==> src/rtl/useq_host_link_pkg.sv <==
// Shared types and constants for the useq host link: FSM state encoding,
// arbitration memory encoding and the legal range of the idle gap.
package useq_host_link_pkg;

   typedef enum logic [2:0] {
      ST_IDLE = 3'd0,
      ST_WR   = 3'd1,
      ST_RD   = 3'd2,
      ST_CAP  = 3'd3,
      ST_GAP  = 3'd4
   } state_t;

   typedef enum logic {
      OP_RD = 1'b0,
      OP_WR = 1'b1
   } op_t;

   localparam int GAP_MAX = 255;

   // The gap timer is 8 bits wide, so the gap must fit in one byte.
   function automatic logic gap_in_range(input int gap);
      return (gap >= 0) && (gap <= GAP_MAX);
   endfunction

endpackage

==> src/rtl/useq_host_link_gap_timer.sv <==
// Idle-gap down-counter: loaded on entry to the gap, counts down while the
// link waits, and flags the last gap cycle.
module useq_host_link_gap_timer (
   input  logic       clk,
   input  logic       rst_n,
   input  logic       load,
   input  logic       count,
   input  logic [7:0] load_val,
   output logic       done
);

   logic [7:0] cnt_q;

   // Load takes priority; counting stops at zero so an idle timer stays put.
   always_ff @(posedge clk or negedge rst_n) begin
      if (!rst_n) begin
         cnt_q <= 8'd0;
      end else if (load) begin
         cnt_q <= load_val;
      end else if (count && (cnt_q != 8'd0)) begin
         cnt_q <= cnt_q - 8'd1;
      end
   end

   // The gap ends in the cycle the counter shows 1, giving exactly load_val idle cycles.
   assign done = (cnt_q == 8'd1);

endmodule

==> src/rtl/useq_host_link.sv <==
// Host-side initiator for the useq message FIFO: pushes host bytes with
// write_fifo pulses, drains the FIFO into a byte stream, one FIFO operation
// at a time with a programmable idle gap after each one.
//
//   state | meaning
//   IDLE  | evaluate write/read eligibility, round-robin on a tie
//   WR    | fifo_write pulse, byte already held in fifo_wdata
//   RD    | fifo_read pulse
//   CAP   | fifo_rdata valid, captured into m_data
//   GAP   | idle cycles so the useq flags settle before the next decision
module useq_host_link
   import useq_host_link_pkg::*;
#(
   parameter int GAP_CYCLES = 1,
   parameter int CNT_W      = 16
) (
   input  logic             clk,
   input  logic             rst_n,
   input  logic [7:0]       s_data,
   input  logic             s_valid,
   output logic             s_ready,
   output logic [7:0]       m_data,
   output logic             m_valid,
   input  logic             m_ready,
   input  logic             drain_en,
   output logic [7:0]       fifo_wdata,
   output logic             fifo_write,
   output logic             fifo_read,
   input  logic [7:0]       fifo_rdata,
   input  logic             fifo_empty,
   input  logic             fifo_full,
   output logic [CNT_W-1:0] wr_count,
   output logic [CNT_W-1:0] rd_count,
   output logic             busy
);

   if (!gap_in_range(GAP_CYCLES)) begin : g_gap_range
      $error("useq_host_link: GAP_CYCLES must be within 0..255");
   end

   localparam logic [7:0] GAP_LOAD = 8'(GAP_CYCLES);
   localparam logic       HAS_GAP  = (GAP_CYCLES != 0);

   state_t           state_q, state_d;
   op_t              last_op_q, last_op_d;
   logic [7:0]       wdata_q;
   logic [7:0]       mdata_q;
   logic             mvalid_q;
   logic [CNT_W-1:0] wr_cnt_q, rd_cnt_q;
   logic             wr_ok, rd_ok;
   logic             wr_sel;
   logic             gap_load, gap_count, gap_done;

   assign wr_ok = s_valid & ~fifo_full;
   assign rd_ok = drain_en & ~fifo_empty & ~mvalid_q;

   // State and arbitration memory.
   always_ff @(posedge clk or negedge rst_n) begin
      if (!rst_n) begin
         state_q   <= ST_IDLE;
         last_op_q <= OP_RD;
      end else begin
         state_q   <= state_d;
         last_op_q <= last_op_d;
      end
   end

   // Next-state decode, write/read selection and gap timer control.
   always_comb begin
      state_d   = state_q;
      last_op_d = last_op_q;
      wr_sel    = 1'b0;
      gap_load  = 1'b0;
      gap_count = 1'b0;
      case (state_q)
         ST_IDLE: begin
            if (wr_ok && (!rd_ok || (last_op_q == OP_RD))) begin
               wr_sel    = 1'b1;
               state_d   = ST_WR;
               last_op_d = OP_WR;
            end else if (rd_ok) begin
               state_d   = ST_RD;
               last_op_d = OP_RD;
            end
         end
         ST_WR, ST_CAP: begin
            if (HAS_GAP) begin
               state_d  = ST_GAP;
               gap_load = 1'b1;
            end else begin
               state_d  = ST_IDLE;
            end
         end
         ST_RD: begin
            state_d = ST_CAP;
         end
         ST_GAP: begin
            gap_count = 1'b1;
            if (gap_done) begin
               state_d = ST_IDLE;
            end
         end
         default: begin
            state_d = ST_IDLE;
         end
      endcase
   end

   useq_host_link_gap_timer u_gap_timer (
      .clk      (clk),
      .rst_n    (rst_n),
      .load     (gap_load),
      .count    (gap_count),
      .load_val (GAP_LOAD),
      .done     (gap_done)
   );

   // Byte registers: write byte latched on the handshake, read byte in CAP.
   always_ff @(posedge clk or negedge rst_n) begin
      if (!rst_n) begin
         wdata_q <= 8'd0;
         mdata_q <= 8'd0;
      end else begin
         if (wr_sel) begin
            wdata_q <= s_data;
         end
         if (state_q == ST_CAP) begin
            mdata_q <= fifo_rdata;
         end
      end
   end

   // m_valid sets on capture and holds until the consumer takes the byte.
   always_ff @(posedge clk or negedge rst_n) begin
      if (!rst_n) begin
         mvalid_q <= 1'b0;
      end else if (state_q == ST_CAP) begin
         mvalid_q <= 1'b1;
      end else if (mvalid_q && m_ready) begin
         mvalid_q <= 1'b0;
      end
   end

   // Statistics counters, wrapping.
   always_ff @(posedge clk or negedge rst_n) begin
      if (!rst_n) begin
         wr_cnt_q <= '0;
         rd_cnt_q <= '0;
      end else begin
         if (state_q == ST_WR) begin
            wr_cnt_q <= wr_cnt_q + 1'b1;
         end
         if (state_q == ST_CAP) begin
            rd_cnt_q <= rd_cnt_q + 1'b1;
         end
      end
   end

   // s_ready is gated by reset so it reads 0 while the block is held in reset.
   assign s_ready    = wr_sel & rst_n;
   assign fifo_write = (state_q == ST_WR);
   assign fifo_read  = (state_q == ST_RD);
   assign fifo_wdata = wdata_q;
   assign m_data     = mdata_q;
   assign m_valid    = mvalid_q;
   assign wr_count   = wr_cnt_q;
   assign rd_count   = rd_cnt_q;
   assign busy       = (state_q != ST_IDLE);

endmodule

==> config.mk <==
export PLATFORM = sky130hd
export DESIGN_NAME = useq_host_link
export DESIGN_NICKNAME = d
export VERILOG_FILES = /design/src/rtl/useq_host_link_pkg.sv /design/src/rtl/useq_host_link_gap_timer.sv /design/src/rtl/useq_host_link.sv
export SDC_FILE = /design/constraint.sdc
export NUM_CORES = 1
export LEC_CHECK = 0
export ABC_AREA = 1
export BUFFER_PORTS_ARGS = -buffer_cell sky130_fd_sc_hd__buf_4
export CORE_ASPECT_RATIO = 1.1
export CORE_UTILIZATION = 48
export DETAILED_ROUTE_END_ITERATION = 16
export GPL_ROUTABILITY_DRIVEN = 0
export PLACE_DENSITY = 0.76
export SYNTH_ARGS = -nofsm -noshare
export SYNTH_HDL_FRONTEND = slang
export SYNTH_SLANG_ARGS = --single-unit
==> constraint.sdc <==
create_clock -name clk -period 1.3 [get_ports clk]
set_input_delay 0.26 -clock clk [delete_from_list [all_inputs] [get_ports clk]]
set_output_delay 0.26 -clock clk [all_outputs]
set_load 0.02 [all_outputs]
# Word level (Yosys, flattened, before mapping)
# Cells that the tools add are included.
# Widths: inputs -> output; s select.
# classes
mux	14
n_lt_le_gt_ge	0
n_shift	0
n_eq_ne	7
n_addsub	3
mul	0
div	0
n_reduce_logical	14
n_bitwise	8
# op_table
op	count
$add 16x1->16 const B	2
$mux 8	2
$pmux 3 s4	1
$mux 3	3
$eq 8x1->1 const B	1
$mux 1	8
$reduce_bool 8->1	1
$sub 8x1->8 const B	1
$eq 3x2->1 const B	2
$reduce_bool 2->1	3
$and 1x1->1	4
$not 1->1	4
$reduce_and 2->1	2
$eq 3x1->1 const B	1
$eq 3x3->1 const B	1
$logic_and 1x1->1	3
$logic_not 3->1	1
$ne 3x3->1 const B	1
$reduce_bool 3->1	1
$ne 2x2->1 const B	1
$reduce_or 2->1	1
$logic_not 1->1	1
$logic_or 1x1->1	1
# word_totals
elab_cells	54
reg_bits	61
input_bits	23
latch_bits	0
mem_count	0
output_inout_bits	53
mem_bits_rw	0
mem_bits_ro	0

# Depth between registers and ports, before layout
# Gate-level depths: netlist of run 1.
# logic_depth
depth_word	9
ltp_mapped	9
mapped_depth_nobuf	9

# Cells and area by module
# From an unflattened synthesis of run 1, not the netlist that was laid out.
# unflattened
hier_cells	411
area_unflattened_um2	3238.1
# by_module_without_submodules
mod	instances	area_each_um2	cells_each	seq_area_each_um2
useq_host_link	1	2605.0	321	1326.3
useq_host_link_gap_timer	1	633.1	90	200.2

# Worst setup path before layout of run 1
# Ideal clock, no wire load.
# synth_timing
kind	register to output
startpoint	register state_q[1]
endpoint	output s_ready
n_path_buf	0
required_time_ns	1.040
arrival_ns	1.358
stages_incl_launch_ff	6
setup_slack_ns	-0.318
path_cell_list	dfrtp_1 -> inv_2 -> nand3_2 -> nor2_4 -> inv_2 -> nor2_1
# synth_via
elab_chain_cells	3
# synth_lines
item	line	text
from (decl)	useq_host_link.sv:44	state_t state_q, state_d;
from (signal assigned)	useq_host_link.sv:63	state_q <= state_d;
$logic_not 3->1	useq_host_link.sv:75	case (state_q)
$mux 1	useq_host_link.sv:75	
$and 1x1->1	useq_host_link.sv:160	assign s_ready = wr_sel & rst_n;
to (decl)	useq_host_link.sv:21	output logic s_ready,
# No other way between the ends.

# Final worst setup path of run 1
# layout_timing
startpoint	register state_q[2]
endpoint	output fifo_read
# layout_via
elab_chain_cells	1
# layout_lines
item	line	text
$eq 3x2->1	useq_host_link.sv:162	assign fifo_read = (state_q == ST_RD);
to (decl)	useq_host_link.sv:28	output logic fifo_read,
# No other way between the ends.

==> metrics.cfg, run 1 <==
[status]
status = finished with violations
violations = setup timing

[global_route]
gr-total-overflow = 0
grt_pass1_vias = 2880
grt_usage_pct = 24.6
grt_pass1_wl_um = 13000
antenna_found_initial = 0
grt_start_max_net_pins = 62

[floorplanning]
dieArea_um2 = 6900
ios = 76
initial_core_util_pct = 50.3
fp.dieH_um = 87.0
core_area_um2 = 6270
die_x_um = 79.3
rows = 30

[power]
design_power_total_w = 0.00910
power-per-cell-area_nw_per_um2 = 1920
vdd_ir_drop_max_uv = 1460
p_leak_nw = 2.51

[worst_setup_path]
critPathMaxStageDelay_ns = 0.41
r2r-end = u_gap_timer.cnt_q[6]
slowest_stage = dfrtp_1
crit_arrival_ns = 1.41
path_cells = buf_4 -> nor3_1 -> buf_4 -> buf_4
ff2ff_path_depth = 6
r2r-start = state_q[0]
cp-end-kind = output pin
start_kind = flop
r2r_setup_slack_ns = -0.12
crit_top_cell = buf_4
path_max_fanout = 2
worstPathRequired_ns = 1.04
critPathBufInv = 3
critical_path_class = reg2out
critPathTopFamily = buffers and inverters

[synthesis]
ys_warn_count = 0
synth_area_leader_cell = dfrtp_1
seq_area_frac_synth_pct = 48.4
ys_types = 29
ys_ff_latch = 61
synth_fp_nets = 425
syn_area_um2 = 3150
synth_area_leaders = dfrtp_1 48%, nand2_1 19%, inv_1 4.9%
yosys.cell_count.top_type = nand2_1
ys_async_sr_fraction_pct = 100
synth.top_cell.area_share_pct = 48.4
synthCells = 398
syn_area_per_cell_um2 = 7.92
synth_edf_count = 0
synthTopCellsByCount = 159 x nand2_1, 61 x dfrtp_1, 41 x inv_1, 38 x nor2_1, 13 x xor2_1
ys_dominant_reg_cell = dfrtp_1

[detailed_routing]
ant_nets = 0
via_per_inst = 4.95
drt_iter0_drc = 100
routedWlPerCell_um = 13.3
routed_wl_um = 8310
drcViolationCount = 0
vias = 3082
first_pass_iters = 4

[min_path]
whs_endpoint = m_valid
min-delay-start = m_ready
min_path_type = in2reg
holdPathStages = 2

[cells_and_area]
drive_gt1_share_pct = 40.0
syn_to_final_growth_pct = 50.0
fillers = 448
antenna_cells = 0
nets = 565

[sta]
finalSetupViolCount = 23
worst_pin_slew_ns = 0.356
min_period_ns = 1.67
rsz0062_at_grt = yes
slew_viol_final = 0
hold_ws_ns = 0.0872
fin_skew_ns = 0.0122
finalCritPeriodShare_pct = 128
postLayoutSetupSlackWorst_ns = -0.367
timing.fmax_mhz = 600
hold_viol = 0
slew_headroom_pct = 76.1

[clock_network]
clock_sinks = 61
cts_made_buffers = 9
cts_tree = built
h-tree-depth = 3
clk_latency_ns = 0.34
ctsRootBufferMaster = clkbuf_8
clockBufferDepth = 2
path_clk_slew_ns = 0.07

[placement]
dp_hpwl_um = 5420
portBuffers = 75

[job]
cap_viol_max_count = 0

timing repair:
action / in CTS / in global routing
hold endpoints to repair: 61 / 0
pin swaps: 6 / 24
hold buffers: 1 / 0
setup endpoints to repair: 33 / 59
cloned: 0 / 0
setup buffers: 11 / 12
resized for setup: 28 / 44
routing by layer:
layer	GRT usage, %	part of all wire [%]	vias to the layer above	wire length, um
li1	-	-	1509	-
met1	31.7	42	1422	3470
met2	40.0	50	130	4140
met3	4.50	6.1	21	511
met4	11.9	2.4	0	198
met5	0	0	-	0
logic make-up after synthesis:
family	synth area share, %
AND/OR/NAND/NOR	35.1
adder cells (fa/ha/maj)	1.59
flip-flops	48.4
AO/OA/AOI/OAI	2.78
buffers and inverters	6.11
XOR/XNOR	6.03
flip-flops by register name (all words and copies together) (netlist names):
name	count
rd_count	16
wr_count	16
fifo_wdata	8
m_data	8
u_gap_timer.cnt_q	8
state_q	3
last_op_q	1
m_valid	1
power breakdown:
part / internal, W / switching [W]
sequential: 0.00244 / 0.000438
combinational: 0.00210 / 0.00241
clock: 0.000930 / 0.000789
total: 0.00547 / 0.00363
layout by cell type (no fill, tap or decap), types with 2 or more instances in the layout:
cell type / n
buf_4: 108
buf_6: 22
clkbuf_8: 10
clkinv_2: 2
clkinvlp_4: 3
dfrtp_1: 51
dfrtp_2: 10
ha_4: 2
inv_1: 38
inv_2: 6
inv_4: 3
nand2_1: 150
nand2_2: 8
nand2_4: 6
nand3_1: 8
nand3_2: 4
nand3_4: 2
nand3b_1: 3
nand4_1: 9
nor2_1: 27
nor2_2: 7
nor2_4: 13
nor3_1: 5
o21ai_0: 9
o21ai_1: 5
xnor2_1: 4
xnor2_2: 3
xor2_1: 13
worst register-to-register path, delay by kind of cell, from the launching register on:
family,cells,cell delay (ns)
flip-flops,1,0.43
buffers and inverters,1,0.14
AND/OR/NAND/NOR,4,0.70
AO/OA/AOI/OAI,1,0.05
worst max path at each step:
stage,depth (start not counted),end,slack [ns],start
floorplan,5,s_ready,-0.08,state_q[2]
global placement,7,wr_count[7],-0.02,state_q[2]
detailed placement,7,wr_count[7],-0.07,state_q[2]
CTS,7,s_ready,-0.35,state_q[1]
global route,4,fifo_read,-0.42,state_q[2]
finish,4,fifo_read,-0.37,state_q[2]
through the flow:
step | utilization [%] | setup WS [ns] | std cells | cell area [um2] | setup TNS (ns)
after CTS | 72.3 | -0.352 | 614 | 4530 | -2.03
final | 75.4 | -0.367 | 623 | 4730 | -2.30
after detailed placement | 66.2 | -0.0715 | 586 | 4150 | -0.670
after global placement | 66.2 | -0.0237 | 586 | 4150 | -0.0926
after global routing | 75.4 | -0.423 | 623 | 4730 | -5.13
after floorplan | - | -0.0783 | 398 | 3210 | -0.141
layout make-up:
class,count,area [um2],area share [%]
inverters,47,184,3.89
clock inverters,6,62.6,1.32
flip-flops and latches,61,1540,32.5
multi-input cells,287,1620,34.2
repair buffers,132,1090,23.0
clock buffers,10,138,2.91
well taps,80,100,2.12
No activity file was read; power rests on OpenSTA's default activity.
==> inputs of run 2 (changes only) <==
--- a/config.mk
+++ b/config.mk
@@ -6,12 +6,13 @@
 export NUM_CORES = 1
 export LEC_CHECK = 0
 export ABC_AREA = 1
-export BUFFER_PORTS_ARGS = -buffer_cell sky130_fd_sc_hd__buf_4
+export BUFFER_PORTS_ARGS = -buffer_cell sky130_fd_sc_hd__buf_2
 export CORE_ASPECT_RATIO = 1.1
 export CORE_UTILIZATION = 48
 export DETAILED_ROUTE_END_ITERATION = 16
 export GPL_ROUTABILITY_DRIVEN = 0
 export PLACE_DENSITY = 0.76
+export SLEW_MARGIN = 20
 export SYNTH_ARGS = -nofsm -noshare
 export SYNTH_HDL_FRONTEND = slang
 export SYNTH_SLANG_ARGS = --single-unit
==> metrics.cfg, run 2 (synthesized netlist as in run 1, its figures left out) <==
[status]
status = finished with violations
violations = setup timing

[sta]
final.setup.tns_ns = -6.22
slew_viol_final = 0
finalSetupViolCount = 48
hold_viol = 0
timing.fmax_mhz = 614
worst_pin_slew_ns = 0.779
rsz0062_at_grt = yes
min_period_ns = 1.63
slew_headroom_pct = 48.1
finalCritPeriodShare_pct = 125
fin_skew_ns = 0.00903
postLayoutSetupSlackWorst_ns = -0.328

[worst_setup_path]
r2r-start = state_q[0]
critPathMaxStageDelay_ns = 0.40
r2r_setup_slack_ns = -0.22
path_max_fanout = 2
crit_arrival_ns = 1.37
r2r-end = wr_count[6]
slowest_stage = dfrtp_1
crit_top_cell = buf_4
cp-end-kind = output pin
critical_path_class = reg2out
start_kind = flop
worstPathRequired_ns = 1.04
ff2ff_path_depth = 9
path_cells = buf_4 -> nor3_2 -> buf_4 -> buf_6

[cells_and_area]
mostFrequentLayoutCell = nand2_1
fillers = 405
stdcell_count = 627
antenna_cells = 0
drive_gt1_share_pct = 45.0
mostFrequentLayoutCells = 130 x nand2_1, 66 x buf_2, 51 x dfrtp_1
final_util_pct = 76.9
syn_to_final_growth_pct = 52.9
nets = 569

[clock_network]
postCtsHoldBufs = 0
ctsRootBufferMaster = clkbuf_8
path_clk_slew_ns = 0.07
clock_sinks = 61
clockBufferDepth = 2
clk_latency_ns = 0.34
cts_tree = built
cts_made_buffers = 9
h-tree-depth = 3

[job]
cap_viol_max_count = 0

[detailed_routing]
drt_iter0_drc = 145
routed_wl_um = 8870
met3WireLength_um = 460
drcViolationCount = 0
routedWlPerCell_um = 14.1
ant_nets = 0
vias = 3185
wl_met1_um = 3630
dr_wl_met2_um = 4510
via_per_inst = 5.08
top_layer_used = met4
first_pass_iters = 4

[floorplanning]
fp.dieH_um = 87.0
die_x_um = 79.3
ios = 76
core_area_um2 = 6270
initial_core_util_pct = 50.3
rows = 30
dieArea_um2 = 6900

[global_route]
grt_pass1_vias = 2874
grt_usage_pct = 24.3
antenna_found_initial = 0
grt_pass1_wl_um = 12800
gr-total-overflow = 0
grt_start_max_net_pins = 62

[power]
vdd_ir_drop_max_uv = 1330
p_leak_nw = 2.61
power-per-cell-area_nw_per_um2 = 2010
design_power_total_w = 0.00968

[placement]
place_inst = 583
portBuffers = 75
dp_hpwl_um = 5150

[min_path]
whs_endpoint = m_valid
holdPathStages = 2
min_path_type = in2reg
min-delay-start = m_ready

## run 2: report_power, final
part           internal, W  switching [W]  leakage [nW]
Combinational      0.00216        0.00259          1.70
Sequential         0.00244       0.000453         0.790
Clock              0.00127       0.000784         0.123
Total              0.00586        0.00382          2.61
## run 2: layout make-up
cell class | count | area, um2 | share of cell area (%)
Clock buffer | 9 | 124 | 2.57
Clock inverter | 7 | 114 | 2.36
Timing Repair Buffer | 136 | 1040 | 21.5
Inverter | 47 | 191 | 3.97
Multi-Input combinational cell | 287 | 1710 | 35.5
Sequential cell | 61 | 1540 | 31.9
Tap cell | 80 | 100 | 2.08
## run 2: metal layers
metal | up-vias | global-route usage [%]
li1 | 1523 | -
met1 | 1507 | 29.7
met2 | 124 | 40.8
met3 | 31 | 5.55
met4 | 0 | 11.2
met5 | - | 0
## run 2: worst max-delay path by stage
stage                     startpoint                    to  slack [ns]  depth (start not counted)
after floorplan           state_q[2]               s_ready       -0.08                          5
after global placement    state_q[1]  u_gap_timer.cnt_q[6]       -0.03                          6
after detailed placement  state_q[1]  u_gap_timer.cnt_q[6]       -0.08                          6
after CTS                 state_q[0]               s_ready       -0.31                          6
after global routing      state_q[2]             fifo_read       -0.38                          4
final                     state_q[2]             fifo_read       -0.33                          4
## run 2: stage by stage
step,hold slack [ns],cell area (um2),worst slack [ns]
2_1_floorplan,-0.0356,3210,-0.0783
3_3_place_gp,0.440,3930,-0.0308
3_5_place_dp,0.439,3930,-0.0773
4_1_cts,0.0674,4490,-0.306
5_1_grt,0.0810,4820,-0.379
6_report,0.0823,4820,-0.328
## run 2: timing repair
item / 4_1_cts / 5_1_grt
pin swaps: 13 / 33
hold endpoints to repair: 0 / 0
gates cloned: 0 / 2
endpoints found under the setup margin: 29 / 69
buffers inserted: 19 / 15
gates resized for setup: 46 / 79
## run 2: worst max-delay path: cells and delay by family (launching register included)
kind,cells,cell delay [ns]
buffers and inverters,3,0.42
DFF,1,0.40
and+or+nand+nor,1,0.21
